<file path="config.mk">
export PLATFORM = sky130hd
export DESIGN_NAME = frame_source_arbiter
export DESIGN_NICKNAME = d
export VERILOG_FILES = /design/src/rtl/frame_source_arbiter.sv
export SDC_FILE = /design/constraint.sdc
export NUM_CORES = 1
export LEC_CHECK = 0
export ABC_AREA = 1
export CORE_AREA = 2 2 429 431
export CTS_BUF_LIST = sky130_fd_sc_hd__clkbuf_16
export CTS_CLUSTER_DIAMETER = 120
export DETAILED_ROUTE_END_ITERATION = 8
export DIE_AREA = 0 0 431 433
export DONT_BUFFER_PORTS = 1
export GPL_TIMING_DRIVEN = 0
export MAX_ROUTING_LAYER = met4
export PLACE_DENSITY = 0.3
export SYNTH_ARGS = -nofsm -noshare
export SYNTH_HDL_FRONTEND = slang
export SYNTH_SLANG_ARGS = --single-unit
</file>
<file path="constraint.sdc">
create_clock -name ACLK -period 4.2 [get_ports ACLK]
set_input_delay 0.21 -clock ACLK [delete_from_list [all_inputs] [get_ports ACLK]]
set_output_delay 0.21 -clock ACLK [all_outputs]
set_load 0.02 [all_outputs]
</file>
<file path="src/rtl/frame_source_arbiter.sv">
// frame_source_arbiter: packet-granular round-robin arbiter sharing one
// frame-forming datapath between NUM_SRC AXI-Stream requesters.
// A grant is held for a whole frame and released only after the tlast
// handshake. The header configuration of the winner is latched at grant time.
// Optional feature: define FRAME_ARB_STATS_EN to add per-source 16-bit
// frame counters on output Frame_Count.
module frame_source_arbiter #(
    parameter int unsigned NUM_SRC    = 4,
    parameter int unsigned DATA_WIDTH = 64
) (
    input  logic                       ACLK,
    input  logic                       ARESETN,
    input  logic [NUM_SRC*DATA_WIDTH-1:0] S_AXIS_tdata,
    input  logic [NUM_SRC*8-1:0]       S_AXIS_tkeep,
    input  logic [NUM_SRC-1:0]         S_AXIS_tvalid,
    input  logic [NUM_SRC-1:0]         S_AXIS_tlast,
    output logic [NUM_SRC-1:0]         S_AXIS_tready,
    input  logic [NUM_SRC*48-1:0]      Cfg_Destination_Address,
    input  logic [NUM_SRC*48-1:0]      Cfg_Source_Address,
    input  logic [NUM_SRC*16-1:0]      Cfg_Link_Type,
    input  logic [NUM_SRC*16-1:0]      Cfg_SyncWord,
    input  logic [NUM_SRC*14-1:0]      Cfg_Packet_Size,
    output logic [DATA_WIDTH-1:0]      M_AXIS_tdata,
    output logic [7:0]                 M_AXIS_tkeep,
    output logic                       M_AXIS_tvalid,
    output logic                       M_AXIS_tlast,
    input  logic                       M_AXIS_tready,
    output logic [47:0]                Destination_Address,
    output logic [47:0]                Source_Address,
    output logic [15:0]                Link_Type,
    output logic [15:0]                SyncWord,
    output logic [13:0]                Packet_Size,
    output logic [NUM_SRC-1:0]         Grant,
    output logic                       Frame_Active
`ifdef FRAME_ARB_STATS_EN
    ,
    output logic [NUM_SRC*16-1:0]      Frame_Count
`endif
);

    localparam int unsigned KEEP_W  = 8;
    localparam int unsigned MAC_W   = 48;
    localparam int unsigned TYPE_W  = 16;
    localparam int unsigned SYNC_W  = 16;
    localparam int unsigned SIZE_W  = 14;
    localparam int unsigned CNT_W   = 16;
    localparam int unsigned PTR_W   = (NUM_SRC > 1) ? $clog2(NUM_SRC) : 1;

    typedef enum logic {
        ST_IDLE = 1'b0,
        ST_BUSY = 1'b1
    } state_t;

    state_t             state;
    state_t             state_next;
    logic [PTR_W-1:0]   rr_ptr;
    logic [PTR_W-1:0]   gnt_idx;
    logic [PTR_W-1:0]   win_idx;
    logic [PTR_W-1:0]   cand_idx;
    logic               win_found;
    logic               beat_done;

    logic [DATA_WIDTH-1:0] src_data [NUM_SRC];
    logic [KEEP_W-1:0]     src_keep [NUM_SRC];
    logic [MAC_W-1:0]      src_da   [NUM_SRC];
    logic [MAC_W-1:0]      src_sa   [NUM_SRC];
    logic [TYPE_W-1:0]     src_lt   [NUM_SRC];
    logic [SYNC_W-1:0]     src_sw   [NUM_SRC];
    logic [SIZE_W-1:0]     src_ps   [NUM_SRC];

    // Unpack the per-source slices into arrays indexed by source number
    for (genvar i = 0; i < NUM_SRC; i++) begin : g_unpack
        assign src_data[i] = S_AXIS_tdata[i*DATA_WIDTH +: DATA_WIDTH];
        assign src_keep[i] = S_AXIS_tkeep[i*KEEP_W +: KEEP_W];
        assign src_da[i]   = Cfg_Destination_Address[i*MAC_W +: MAC_W];
        assign src_sa[i]   = Cfg_Source_Address[i*MAC_W +: MAC_W];
        assign src_lt[i]   = Cfg_Link_Type[i*TYPE_W +: TYPE_W];
        assign src_sw[i]   = Cfg_SyncWord[i*SYNC_W +: SYNC_W];
        assign src_ps[i]   = Cfg_Packet_Size[i*SIZE_W +: SIZE_W];
    end

    // Round-robin search: first requester at or above rr_ptr, with wrap
    always_comb begin
        win_found = 1'b0;
        win_idx   = '0;
        cand_idx  = '0;
        for (int unsigned k = 0; k < NUM_SRC; k++) begin
            cand_idx = PTR_W'((32'(rr_ptr) + k) % NUM_SRC);
            if (!win_found && S_AXIS_tvalid[cand_idx]) begin
                win_found = 1'b1;
                win_idx   = cand_idx;
            end
        end
    end

    // Next-state and combinational datapath mux toward the frame former
    always_comb begin
        state_next    = state;
        M_AXIS_tdata  = '0;
        M_AXIS_tkeep  = '0;
        M_AXIS_tvalid = 1'b0;
        M_AXIS_tlast  = 1'b0;
        S_AXIS_tready = '0;
        beat_done     = 1'b0;
        case (state)
            ST_IDLE: begin
                if (win_found) begin
                    state_next = ST_BUSY;
                end
            end
            ST_BUSY: begin
                M_AXIS_tdata           = src_data[gnt_idx];
                M_AXIS_tkeep           = src_keep[gnt_idx];
                M_AXIS_tvalid          = S_AXIS_tvalid[gnt_idx];
                M_AXIS_tlast           = S_AXIS_tlast[gnt_idx];
                S_AXIS_tready[gnt_idx] = M_AXIS_tready;
                beat_done = S_AXIS_tvalid[gnt_idx] & M_AXIS_tready & S_AXIS_tlast[gnt_idx];
                if (beat_done) begin
                    state_next = ST_IDLE;
                end
            end
            default: begin
                state_next = ST_IDLE;
            end
        endcase
    end

    // State, grant, pointer and header latches
    always_ff @(posedge ACLK) begin
        if (!ARESETN) begin
            state               <= ST_IDLE;
            rr_ptr              <= '0;
            gnt_idx             <= '0;
            Grant               <= '0;
            Frame_Active        <= 1'b0;
            Destination_Address <= '0;
            Source_Address      <= '0;
            Link_Type           <= '0;
            SyncWord            <= '0;
            Packet_Size         <= '0;
        end else begin
            state        <= state_next;
            Frame_Active <= (state_next == ST_BUSY);
            if ((state == ST_IDLE) && win_found) begin
                gnt_idx             <= win_idx;
                Grant               <= NUM_SRC'(1) << win_idx;
                Destination_Address <= src_da[win_idx];
                Source_Address      <= src_sa[win_idx];
                Link_Type           <= src_lt[win_idx];
                SyncWord            <= src_sw[win_idx];
                Packet_Size         <= src_ps[win_idx];
            end
            if (beat_done) begin
                Grant  <= '0;
                rr_ptr <= (gnt_idx == PTR_W'(NUM_SRC - 1)) ? '0 : gnt_idx + 1'b1;
            end
        end
    end

`ifdef FRAME_ARB_STATS_EN
    logic [CNT_W-1:0] frame_cnt [NUM_SRC];

    // Per-source completed-frame counters, wrapping at 16 bits
    always_ff @(posedge ACLK) begin
        if (!ARESETN) begin
            for (int i = 0; i < NUM_SRC; i++) begin
                frame_cnt[i] <= '0;
            end
        end else if (beat_done) begin
            frame_cnt[gnt_idx] <= frame_cnt[gnt_idx] + CNT_W'(1);
        end
    end

    for (genvar i = 0; i < NUM_SRC; i++) begin : g_cnt_pack
        assign Frame_Count[i*CNT_W +: CNT_W] = frame_cnt[i];
    end
`endif

endmodule

</file>
==> metrics <==
run status=finished, final reports clean; Static Leak=0.008130 µW; largest family of logic cells by synthesized area=simple AND/OR/NAND/NOR gates; Comb pwr share=54.9%; Netlist cell types=25; fraction of layout cells with a size suffix above 1=4.986%; core footprint=182100 µm²; post-synthesis simple-gate area fraction=54.79%; Detailed Route Iter0 Violations=1722; num rows=157; Final nets=3687; Worst Tran Pin Value=1.249 ns; Seq/Total Area, Yosys=22.83%; mux cell area share after synthesis=0%; Setup Skew=0.01799 ns; r2r setup slk=0.31 ns; vias in the first global route=18740; Worst Path Arrival=3.68 ns; RR Endpoint=Destination_Address[0]$_SDFFE_PN0P_; Critical Path RT=3.99 ns; Die H=433 µm; I/O pin total=1092; Final Critical Period=3.893 ns; fmax=0.2569 GHz; Worst setup SP type=register; internal power=4113 µW; post-synth net total=3365; Worst Hold Class=in2reg; CTS buffer count=17; root buffer cell=clkbuf_16; Area Overhead vs Synth=51.53%; gr usage total=15.73%; Final Hold Viols=0; Final GP Congestion=1.038; vias=19840; area leader, netlist=dfxtp_1; critical path launch point=gnt_idx[0]$_SDFFE_PN0P_; fill cell total of the finished layout=21610; XOR/XNOR share of the synthesized area=0%; buffers inserted by post-CTS timing repair=0; Cells after Synth=2494; Worst R2R Path Depth=16; CTS Buffer Depth=2; clock sink total=151; synthesized cell area=13240 µm²; maximum vdd drop=0.0002478 V; die area=186600 µm²; clock share of power=18.6%; Seq pwr share=26.5%; final hold slack=0.04251 ns; synthesized area per cell=5.309 µm²; Initial Util=7.271%; clock latency at the later pin of the worst-skew pair=0.55 ns; average vias per placed instance=3.749; Worst setup endpoint=M_AXIS_tkeep[7]; min-delay src=Cfg_Source_Address[126]; crit-path max FO=10; Design Power=9452 µW; leading cell type in the layout, fill and taps excluded=nand2_1; top area cells in the synthesized netlist=dfxtp_1 (23%), nand2_1 (17%), nor2_1 (17%), nand3_1 (15%), o21ai_0 (9.0%); final WL=150400 µm; Slew HR=16.71%; Ys Warns=0; H-tree depth=4; Post-Synth Adder-Cell Area=0.3780%; # setup viols final=0; most frequent cells in the layout=nand2_1 (593), nor2_1 (590), nand3_1 (410); pwr/cell area=471.1 nW/µm²; Psw=5340 µW; top-area cell type share of the netlist area=22.83%; first-pass detailed-route iteration total=6; unrepaired setup endpoints after global routing=no; global-route wire length before repair=187300 µm; die width=431 µm; Seq cells post-synth=151; Final period util=92.68%; GR Overflow Total=0; max cap viols=0; largest net degree at the start of global routing=17; number of port buffers=0; Routed wire per std cell=28.41 µm; worst setup path class=reg2out; Final TNS setup=0 ns; switching fraction of total power=56.49%; Final ANT Viol Nets=0; Reg clk slew, reported paths=0.08 ns; initial antenna violation count=94; CTS tree=done; worst r2r src=rr_ptr[0]$_SDFFE_PN0P_; DRC viols=0; hpwl dp=127900 µm; Slew Limit Fails=0; compound-cell area share of the yosys netlist=12.38%; crit end category=output port
-- state kept, by name, indices dropped and copies added (netlist names) --
signal / cells
Source_Address: 48
SyncWord: 16
state: 1
Link_Type: 16
rr_ptr: 2
Grant: 4
Packet_Size: 14
gnt_idx: 2
Destination_Address: 48
-- what timing repair did --
| action | CTS | global route |
|---|---|---|
| hold endpoints to repair | 134 | 0 |
| gates resized for setup | 5 | 10 |
| setup endpoints to repair | 9 | 8 |
| hold buffers | 304 | 0 |
| pin swaps | 0 | 0 |
| cloned | 0 | 0 |
-- power groups by stage --
stage / clock network, µW / registers [µW] / logic (µW)
6_report: 1760 / 2510 / 5190
4_1_cts: 1880 / 2530 / 5250
5_1_grt: 1890 / 2550 / 5630
3_5_place_dp: 0 / 2560 / 4690
2_1_floorplan: 0 / 2200 / 2700
3_3_place_gp: 0 / 2570 / 4710
-- cell usage after synthesis --
library cell / count
nand3_2: 1
buf_6: 3
nand3_1: 410
ha_1: 4
nand2_2: 4
buf_2: 82
o21ai_0: 239
o21ai_1: 5
buf_4: 3
inv_1: 69
inv_4: 1
o22ai_1: 1
buf_1: 19
clkbuf_1: 120
nand4_1: 107
a31oi_1: 1
inv_2: 4
a21oi_1: 81
clkinv_2: 1
nand3_4: 1
nand2_1: 593
nor2_4: 3
and2_1: 1
dfxtp_1: 151
nor2_1: 590
-- final cells by class --
cell class	count	area, µm²	share of cell area, %
Timing Repair Buffer	304	3043	15.17
Clock inverter	14	153.9	0.7671
Multi-Input combinational cell	2041	8947	44.60
Buffer	226	1002	4.995
Inverter	75	286.5	1.428
Antenna cell	79	197.7	0.9853
Tap cell	2385	2984	14.87
Sequential cell	151	3023	15.07
Clock buffer	17	425.4	2.120
-- worst min-delay path by stage --
stage / slack, ns / to / cells after the start
global placement: 0.43 / Packet_Size[3]$_SDFFE_PN0P_ / 4
detailed placement: 0.43 / Destination_Address[18]$_SDFFE_PN0P_ / 4
CTS: 0.0001 / SyncWord[3]$_SDFFE_PN0P_ / 6
finish: 0.04 / Source_Address[30]$_SDFFE_PN0P_ / 6
floorplan: 0.42 / Destination_Address[11]$_SDFFE_PN0P_ / 4
global route: 0.03 / Source_Address[21]$_SDFFE_PN0P_ / 4
-- critical path: stages (launching register included) --
cell and delay [ns]:
dfxtp_1 0.34, clkbuf_1 0.25, inv_1 0.18, clkbuf_1 0.64, clkbuf_1 0.75, o21ai_0 0.31
a21oi_1 0.65
-- stage by stage --
stage                     util, %  area [µm²]  cells  worst slack [ns]
after CTS                   10.91       19860   5213           0.06534
after floorplan                 -       13240   2494             2.252
after detailed placement    8.910       16230   4879            0.1061
after global placement      8.910       16220   4879           0.09053
final                       11.02       20060   5292            0.3074
after global routing        10.99       20020   5274           0.01493
-- routing by layer --
metal  track usage, %  share of wire (%)  vias to the layer above
met5                -                  0                        -
li1                 -                  -                     8952
met3            5.256                9.1                      193
met2            27.28                 51                     1180
met4            6.120                3.6                        0
met1            16.41                 36                     9515
-- cell families (layout without fill, tap and decap cells) --
| kind of cell | after synthesis | after routing |
|---|---|---|
| AND/OR/NAND/NOR | 1710 | 1710 |
| AO/OA/AOI/OAI | 327 | 327 |
| buffers and inverters | 302 | 636 |
| flip-flops | 151 | 151 |
| adder cells (fa/ha/maj) | 4 | 4 |
| other | 0 | 79 |
(Power assumes the default switching activity.)
